<file path="src/rtl/alu_seq_pkg.sv">
// Shared opcode, unit-enable and state definitions for the ALU sequencer.
// Used by alu_op_decode and alu_sequencer.
package alu_seq_pkg;

    localparam logic [3:0] FUNC_ADD = 4'd3;
    localparam logic [3:0] FUNC_SUB = 4'd4;
    localparam logic [3:0] FUNC_XOR = 4'd5;
    localparam logic [3:0] FUNC_OR  = 4'd6;
    localparam logic [3:0] FUNC_AND = 4'd7;
    localparam logic [3:0] FUNC_DIV = 4'd8;
    localparam logic [3:0] FUNC_MOD = 4'd9;

    localparam logic [6:0] EN_NONE = 7'b0000000;
    localparam logic [6:0] EN_XOR  = 7'b1000000;
    localparam logic [6:0] EN_ADD  = 7'b0100000;
    localparam logic [6:0] EN_SUB  = 7'b0010000;
    localparam logic [6:0] EN_AND  = 7'b0001000;
    localparam logic [6:0] EN_OR   = 7'b0000100;
    localparam logic [6:0] EN_DIV  = 7'b0000010;
    localparam logic [6:0] EN_MOD  = 7'b0000001;

    typedef enum logic [1:0] {
        ST_IDLE = 2'd0,
        ST_EXEC = 2'd1,
        ST_DONE = 2'd2
    } state_t;

endpackage

</file>
<file path="src/rtl/alu_op_decode.sv">
// Combinational opcode decode: one-hot unit enable, multi-cycle flag and
// illegal-opcode flag for a 4-bit function code.
module alu_op_decode
    import alu_seq_pkg::*;
(
    input  logic [3:0] i_func,
    output logic [6:0] o_enables,
    output logic       o_multi,
    output logic       o_illegal
);

    always_comb begin
        o_enables = EN_NONE;
        o_multi   = 1'b0;
        o_illegal = 1'b0;
        case (i_func)
            FUNC_ADD: o_enables = EN_ADD;
            FUNC_SUB: o_enables = EN_SUB;
            FUNC_XOR: o_enables = EN_XOR;
            FUNC_OR:  o_enables = EN_OR;
            FUNC_AND: o_enables = EN_AND;
            FUNC_DIV: begin
                o_enables = EN_DIV;
                o_multi   = 1'b1;
            end
            FUNC_MOD: begin
                o_enables = EN_MOD;
                o_multi   = 1'b1;
            end
            default:  o_illegal = 1'b1;
        endcase
    end

endmodule

</file>
<file path="src/rtl/alu_sequencer.sv">
// IDLE/EXEC/DONE sequencer driving one-hot ALU unit enables and a response
// handshake. Optional div/mod watchdog enabled by defining ALU_SEQ_TIMEOUT_EN.
module alu_sequencer
    import alu_seq_pkg::*;
#(
    parameter int WIDTH   = 8,
    parameter int TIMEOUT = 16
) (
    input  logic             clk,
    input  logic             rst_n,
    input  logic             req_valid,
    output logic             req_ready,
    input  logic [3:0]       req_func,
    input  logic [WIDTH-1:0] req_a,
    input  logic [WIDTH-1:0] req_b,
    output logic [6:0]       enables,
    output logic [WIDTH-1:0] op_a,
    output logic [WIDTH-1:0] op_b,
    input  logic [WIDTH-1:0] alu_result,
    input  logic             unit_done,
    output logic             rsp_valid,
    input  logic             rsp_ready,
    output logic [WIDTH-1:0] rsp_result,
    output logic             rsp_err,
    output logic             busy
);

    if (TIMEOUT < 1) begin : g_bad_timeout
        $error("alu_sequencer: TIMEOUT must be at least 1");
    end

    state_t           r_state;
    logic [6:0]       r_enables;
    logic [WIDTH-1:0] r_op_a;
    logic [WIDTH-1:0] r_op_b;
    logic             r_multi;
    logic             r_rsp_valid;
    logic [WIDTH-1:0] r_rsp_result;
    logic             r_rsp_err;

    logic [6:0] w_enables;
    logic       w_multi;
    logic       w_illegal;

`ifdef ALU_SEQ_TIMEOUT_EN
    localparam int CNT_W = $clog2(TIMEOUT + 1);
    logic [CNT_W-1:0] r_tmo_cnt;
`endif

    alu_op_decode u_decode (
        .i_func    (req_func),
        .o_enables (w_enables),
        .o_multi   (w_multi),
        .o_illegal (w_illegal)
    );

    always_ff @(posedge clk) begin
        if (!rst_n) begin
            r_state      <= ST_IDLE;
            r_enables    <= EN_NONE;
            r_op_a       <= '0;
            r_op_b       <= '0;
            r_multi      <= 1'b0;
            r_rsp_valid  <= 1'b0;
            r_rsp_result <= '0;
            r_rsp_err    <= 1'b0;
`ifdef ALU_SEQ_TIMEOUT_EN
            r_tmo_cnt    <= '0;
`endif
        end else begin
            case (r_state)
                ST_IDLE: begin
                    if (req_valid) begin
                        r_op_a  <= req_a;
                        r_op_b  <= req_b;
                        r_multi <= w_multi;
`ifdef ALU_SEQ_TIMEOUT_EN
                        r_tmo_cnt <= '0;
`endif
                        // Illegal opcodes skip EXEC so no unit is ever enabled.
                        if (w_illegal) begin
                            r_rsp_result <= '0;
                            r_rsp_err    <= 1'b1;
                            r_rsp_valid  <= 1'b1;
                            r_state      <= ST_DONE;
                        end else begin
                            r_enables <= w_enables;
                            r_rsp_err <= 1'b0;
                            r_state   <= ST_EXEC;
                        end
                    end
                end
                ST_EXEC: begin
                    // unit_done is checked before expiry so a late finish still wins.
                    if (!r_multi || unit_done) begin
                        r_rsp_result <= alu_result;
                        r_enables    <= EN_NONE;
                        r_rsp_valid  <= 1'b1;
                        r_state      <= ST_DONE;
                    end
`ifdef ALU_SEQ_TIMEOUT_EN
                    else if (r_tmo_cnt == CNT_W'(TIMEOUT - 1)) begin
                        r_rsp_result <= '0;
                        r_rsp_err    <= 1'b1;
                        r_enables    <= EN_NONE;
                        r_rsp_valid  <= 1'b1;
                        r_state      <= ST_DONE;
                    end else begin
                        r_tmo_cnt <= r_tmo_cnt + 1'b1;
                    end
`endif
                end
                ST_DONE: begin
                    if (rsp_ready) begin
                        r_rsp_valid <= 1'b0;
                        r_state     <= ST_IDLE;
                    end
                end
                default: begin
                    r_enables   <= EN_NONE;
                    r_rsp_valid <= 1'b0;
                    r_state     <= ST_IDLE;
                end
            endcase
        end
    end

    assign req_ready  = (r_state == ST_IDLE);
    assign busy       = (r_state != ST_IDLE);
    assign enables    = r_enables;
    assign op_a       = r_op_a;
    assign op_b       = r_op_b;
    assign rsp_valid  = r_rsp_valid;
    assign rsp_result = r_rsp_result;
    assign rsp_err    = r_rsp_err;

endmodule

</file>
<file path="config.mk">
export PLATFORM = sky130hd
export DESIGN_NAME = alu_sequencer
export DESIGN_NICKNAME = d
export VERILOG_FILES = /design/src/rtl/alu_seq_pkg.sv /design/src/rtl/alu_op_decode.sv /design/src/rtl/alu_sequencer.sv
export SDC_FILE = /design/constraint.sdc
export NUM_CORES = 1
export LEC_CHECK = 0
export ABC_CLOCK_PERIOD_IN_PS = 2560
export CAP_MARGIN = 10
export CELL_PAD_IN_SITES_DETAIL_PLACEMENT = 1
export CELL_PAD_IN_SITES_GLOBAL_PLACEMENT = 1
export CORE_MARGIN = 2
export CORE_UTILIZATION = 25
export DETAILED_ROUTE_END_ITERATION = 10
export GPL_TIMING_DRIVEN = 1
export PLACE_DENSITY = 0.65
export SLEW_MARGIN = 10
export SYNTH_ARGS = -nofsm -noshare
export SYNTH_HDL_FRONTEND = slang
export SYNTH_SLANG_ARGS = --single-unit
</file>
<file path="constraint.sdc">
create_clock -name clk -period 2.56 [get_ports clk]
set_clock_uncertainty 0.15 [all_clocks]
set_input_delay 0.256 -clock clk [delete_from_list [all_inputs] [get_ports clk]]
set_output_delay 0.256 -clock clk [all_outputs]
set_load 0.005 [all_outputs]
</file>
# After elaboration in Yosys (flattened, before gate mapping)

Cells that the tools add are included.

Output and inout bits: 35
Word-level logic and storage cells: 56
Input bits: 33
Flip-flop bits (word level): 36

Eq/ne operators: 14
Reduce and logical (&&, ||, !) cells: 12
Bitwise gates (word level): 1
Mux-type cells: 21

Operators with widths:

| kind               | number |
|---|---|
| $pmux 7 s7         | 1 |
| $mux 8             | 3 |
| $mux 7             | 3 |
| $pmux 7 s3         | 1 |
| $eq 4x3->1 const B | 4 |
| $pmux 8 s2         | 1 |
| $reduce_and 4->1   | 3 |
| $ne 2x2->1 const B | 5 |
| $eq 4x4->1 const B | 2 |
| $mux 2             | 4 |
| $reduce_or 7->1    | 1 |
| $mux 1             | 6 |
| $pmux 2 s3         | 1 |
| $eq 4x2->1 const B | 1 |
| $reduce_bool 2->1  | 2 |
| $pmux 1 s3         | 1 |
| $reduce_and 3->1   | 1 |
| $eq 2x1->1 const B | 1 |
| $eq 2x2->1 const B | 1 |
| $logic_not 2->1    | 1 |
| $reduce_and 2->1   | 1 |
| $reduce_or 2->1    | 1 |
| $logic_not 1->1    | 1 |
| $logic_or 1x1->1   | 1 |
| $not 1->1          | 1 |

# Longest topological paths before layout

Depth in word-level cells: 5
Mapped depth: 7
Depth with buffers taken out: 4

# Hierarchy

From an unflattened synthesis, not the netlist that was laid out.

Cells, all modules: 147
Area total of the unflattened synthesis: 1375.1 µm²

Modules (own cells, without submodules):

| module        | instances | cells an instance | area each (µm²) | seq. area each (µm²) |
|---|---|---|---|---|
| alu_sequencer | 1         | 135               | 1296.2          | 720.7 |
| alu_op_decode | 1         | 12                | 78.8            | 0.0 |

# Worst setup path before layout

No wires, ideal clock.

Path kind: register to register
From: register r_state[1]
To: register r_enables[0] (netlist: enables[0])
Path buffers: 1
Data required time: 2.338 ns
Slack: 1.089 ns
Data arrival time: 1.249 ns
Period minus slack after synthesis: 1.471 ns
Stages on the path, launching flop included: 6
Setup time: 0.072 ns
Cells stage by stage: dfxtp_1 buf_4 nor3b_2 nand2b_1 a21boi_4 mux2i_1

Cells in the longest elaborated chain, start to end: 3
Elaborated cells on any way between the ends: 9
Classes of those cells: eq/ne: 5; mux: 1; bitwise: 1; reduce/logical: 2

RTL lines:

| what                                                            | RTL line            | text |
|---|---|---|
| start: declaration                                              | alu_sequencer.sv:32 | `state_t r_state;` |
| start signal: assignment                                        | alu_sequencer.sv:59 | `r_state <= ST_IDLE;` |
| start signal: assignment                                        | alu_sequencer.sv:85 | `r_state <= ST_DONE;` |
| start signal: assignment                                        | alu_sequencer.sv:89 | `r_state <= ST_EXEC;` |
| $eq 2x1->1, or another cell as far along                        | alu_sequencer.sv:71 | `case (r_state)` |
| $ne 2x2->1 (no source line) / $not 1->1 (equally long branches) | --                  |  |
| $reduce_and 4->1 (no source line)                               | --                  |  |
| end signal: assignment                                          | alu_sequencer.sv:87 | `r_enables <= w_enables;` |
| end: declaration                                                | alu_sequencer.sv:33 | `logic [6:0] r_enables;` |

Parallel ways exist; a longest one is shown, timed or not.
A chain may end at the register's enable or synchronous reset.

# Worst setup path in the final report

From: register r_state[0]
To: output busy

Cells in the longest elaborated chain, start to end: 1

RTL lines:

| what              | RTL line             | text |
|---|---|---|
| $reduce_bool 2->1 | alu_sequencer.sv:129 | `assign busy = (r_state != ST_IDLE);` |
| end: declaration  | alu_sequencer.sv:25  | `output logic busy` |

No other way between the ends.

==> flow_metrics.py <==
metrics = {
    "route": {
        "drc_errors": 0,
        "vias": 1453,
        "avgViaCountPerCell": 4.485,
        "drt_first_pass_iters": 4,
        "antenna_left": 0,
        "dr.first_iter.drc_count": 31,
        "drt_wl_total_um": 4444,
        "wl_per_cell_um": 13.72,
    },
    "finish": {
        "syn_to_final_growth_pct": 52.79,
        "layout.nets": 279,
        "layout-drive-gt1-share_pct": 7.692,
        "fin_util_pct": 39.06,
        "final_common_cell": "clkdlybuf4s50_1",
        "diodes": 0,
        "final_cell_mix": "clkdlybuf4s50_1, nand2_1, dfxtp_1",
    },
    "hold_path": {
        "min_path_cells": 2,
        "hold_class": "reg2reg",
        "hold_start": "rsp_valid$_SDFFE_PN0P_",
        "min_to": "rsp_valid$_SDFFE_PN0P_",
    },
    "critical_path": {
        "worst_r2r_endpoint": "rsp_result[0]$_SDFFE_PN0P_",
        "reg2reg_depth": 4,
        "critPathMaxFanout": 10,
        "r2r_start": "r_state[0]$_SDFFE_PN0P_",
        "criticalPathCategory": "reg2out",
        "worstPathArrival_ns": 1.77,
        "start_kind": "flop",
        "cp_data_required_time_ns": 2.15,
        "end_kind": "output pin",
        "path_cells": "nor2_4 > inv_1 > clkdlybuf4s50_1",
        "critical_path.max_stage_delay_ns": 0.63,
        "rrSetupSlack_ns": 0.71,
        "slowest_stage": "dfxtp_1",
    },
    "yosys": {
        "syn_inst": 179,
        "synth-seq-cells": 36,
        "syn_nets": 212,
        "synth_warnings": 0,
        "syn_area_per_cell_um2": 9.017,
        "yosysSeqAreaShare_pct": 44.65,
        "ys_types": 39,
        "synthArstFlopShare_pct": 0,
        "synth_edf_count": 0,
        "syn-cell-area_mm2": 0.001614,
        "synthFlopType": "dfxtp_1",
    },
    "global_routing": {
        "grt_pass1_wl_um": 7445,
        "grt_pass1_vias": 1532,
        "gr-total-overflow": 0,
        "antenna_found_initial": 0,
        "grt_max_degree": 25,
        "grt_use_total_pct": 13.20,
    },
    "floorplanning": {
        "dieArea_mm2": 0.007115,
        "start_util_pct": 25.56,
        "coreArea_mm2": 0.006314,
        "io_pins": 68,
        "fp.dieW_um": 84.35,
        "rows": 29,
        "die_h_um": 84.35,
    },
    "clock_network": {
        "cts_tree": "yes",
        "htreeDepth": 2,
        "cts_resized": 0,
        "clkSinkCount": 36,
        "cts_root_buffer": "clkbuf_8",
        "ctsHoldBuffers": 0,
        "clock_path_buffers": 2,
        "post_cts_buffers": 0,
        "numCtsBuffers": 5,
        "clk_pin_slew_ns": 0.07,
        "clock_latency_ns": 0.28,
    },
    "power": {
        "irDropWorstVdd_v": 0.0001902,
        "p_leak_uw": 0.0009229,
        "p_per_area_mw_per_mm2": 563.2,
    },
    "timing": {
        "tightest_slew_ns": 0.6411,
        "hold_ws_ns": 0.3002,
        "hold_viol": 0,
        "finalSetupViolations": 0,
        "maxSlewViolCount": 0,
        "rsz0062_at_grt": "no",
        "fmax_ghz": 0.4600,
        "min_period_ns": 2.174,
        "final.period_utilization_pct": 84.92,
        "tns_ns": 0,
        "max_slew_margin_pct": 57.16,
    },
    "run": {
        "max-cap-violations": 0,
    },
    "status": {
        "outcome": "finished clean",
    },
    "placed_design": {
        "gp_congestion": 0.7263,
        "dp_hpwl_um": 3263,
        "port_buffers": 67,
    },
}
## synth_stat cells (2+ instances only)
| cell type | n | area, µm² |
|---|---|---|
| nand2_1 | 59 | 221.5 |
| dfxtp_1 | 36 | 720.7 |
| a21boi_0 | 19 | 142.6 |
| mux2i_1 | 15 | 150.1 |
| clkbuf_1 | 4 | 15.01 |
| buf_4 | 3 | 22.52 |
| nand4_1 | 3 | 18.77 |
| nand4b_1 | 3 | 26.28 |
| a21boi_1 | 2 | 15.01 |
| a21oi_1 | 2 | 10.01 |
| and2_1 | 2 | 12.51 |
| inv_1 | 2 | 7.510 |
| nand3_1 | 2 | 10.01 |
| o211ai_1 | 2 | 15.01 |
## power by group
group,switching [µW],internal (µW)
logic,126,160
clock network,200,289
registers,24.5,590
total,351,1040
## final cells by class
cell class	count	area (µm²)
clock buffer	6	72.57
multi-input combinational	131	828.3
sequential	36	720.7
tap	77	96.34
fill	740	3847
timing repair buffer	70	705.7
clock inverter	2	35.03
inverter	2	7.507
## metal layers
metal / vias up / global-route usage, % / routed length (µm) / part of all wire (%)
met5: - / 0 / 0 / 0
met2: 45 / 21.36 / 1927 / 43
met3: 6 / 3.638 / 257 / 5.8
met1: 660 / 17.26 / 2204 / 50
li1: 742 / - / - / -
met4: 0 / 3.896 / 54 / 1.2
## kinds of logic after synthesis
kind of cell,after synthesis,share of synthesized area (%)
compound gates,35,18.22
simple gates,81,23.80
buf+inv,12,4.030
flops,36,44.65
mux,15,9.302
## metrics by stage
stage	power, µW	setup slack (ns)	std cells	instance area, µm²
2_1_floorplan	766.2	1.089	179	1614
3_3_place_gp	915.4	0.5441	316	2359
3_5_place_dp	917.1	0.4524	316	2359
4_1_cts	1420	0.3642	324	2466
5_1_grt	1469	0.2878	324	2466
6_report	1389	0.3861	324	2466
## worst max-delay path: cells and delay by family, from the launching register on
kind,cells,cell delay [ns]
DFF,1,0.63
and+or+nand+nor,1,0.14
buffers and inverters,2,0.72
## state kept, by name (all words and copies together) (netlist names)
name        count
rsp_valid       1
op_b            8
enables         7
rsp_err         1
op_a            8
r_state         2
r_multi         1
rsp_result      8
## how the worst max path moves through the flow
stage                     cells past startpoint               startpoint                          to  slack, ns
final                                         3  r_state[0]$_SDFFE_PN0P_                        busy       0.39
after global routing                          3  r_state[0]$_SDFFE_PN0P_                        busy       0.29
after CTS                                     3  r_state[0]$_SDFFE_PN0P_                        busy       0.36
after detailed placement                      5              req_func[0]  rsp_result[0]$_SDFFE_PN0P_       0.45
after global placement                        5              req_func[0]  rsp_result[2]$_SDFFE_PN0P_       0.54
after floorplan                               5  r_state[1]$_SDFFE_PN0P_     enables[0]$_SDFFE_PN0P_       1.09
Note: power is estimated with default switching activity, not from simulation.
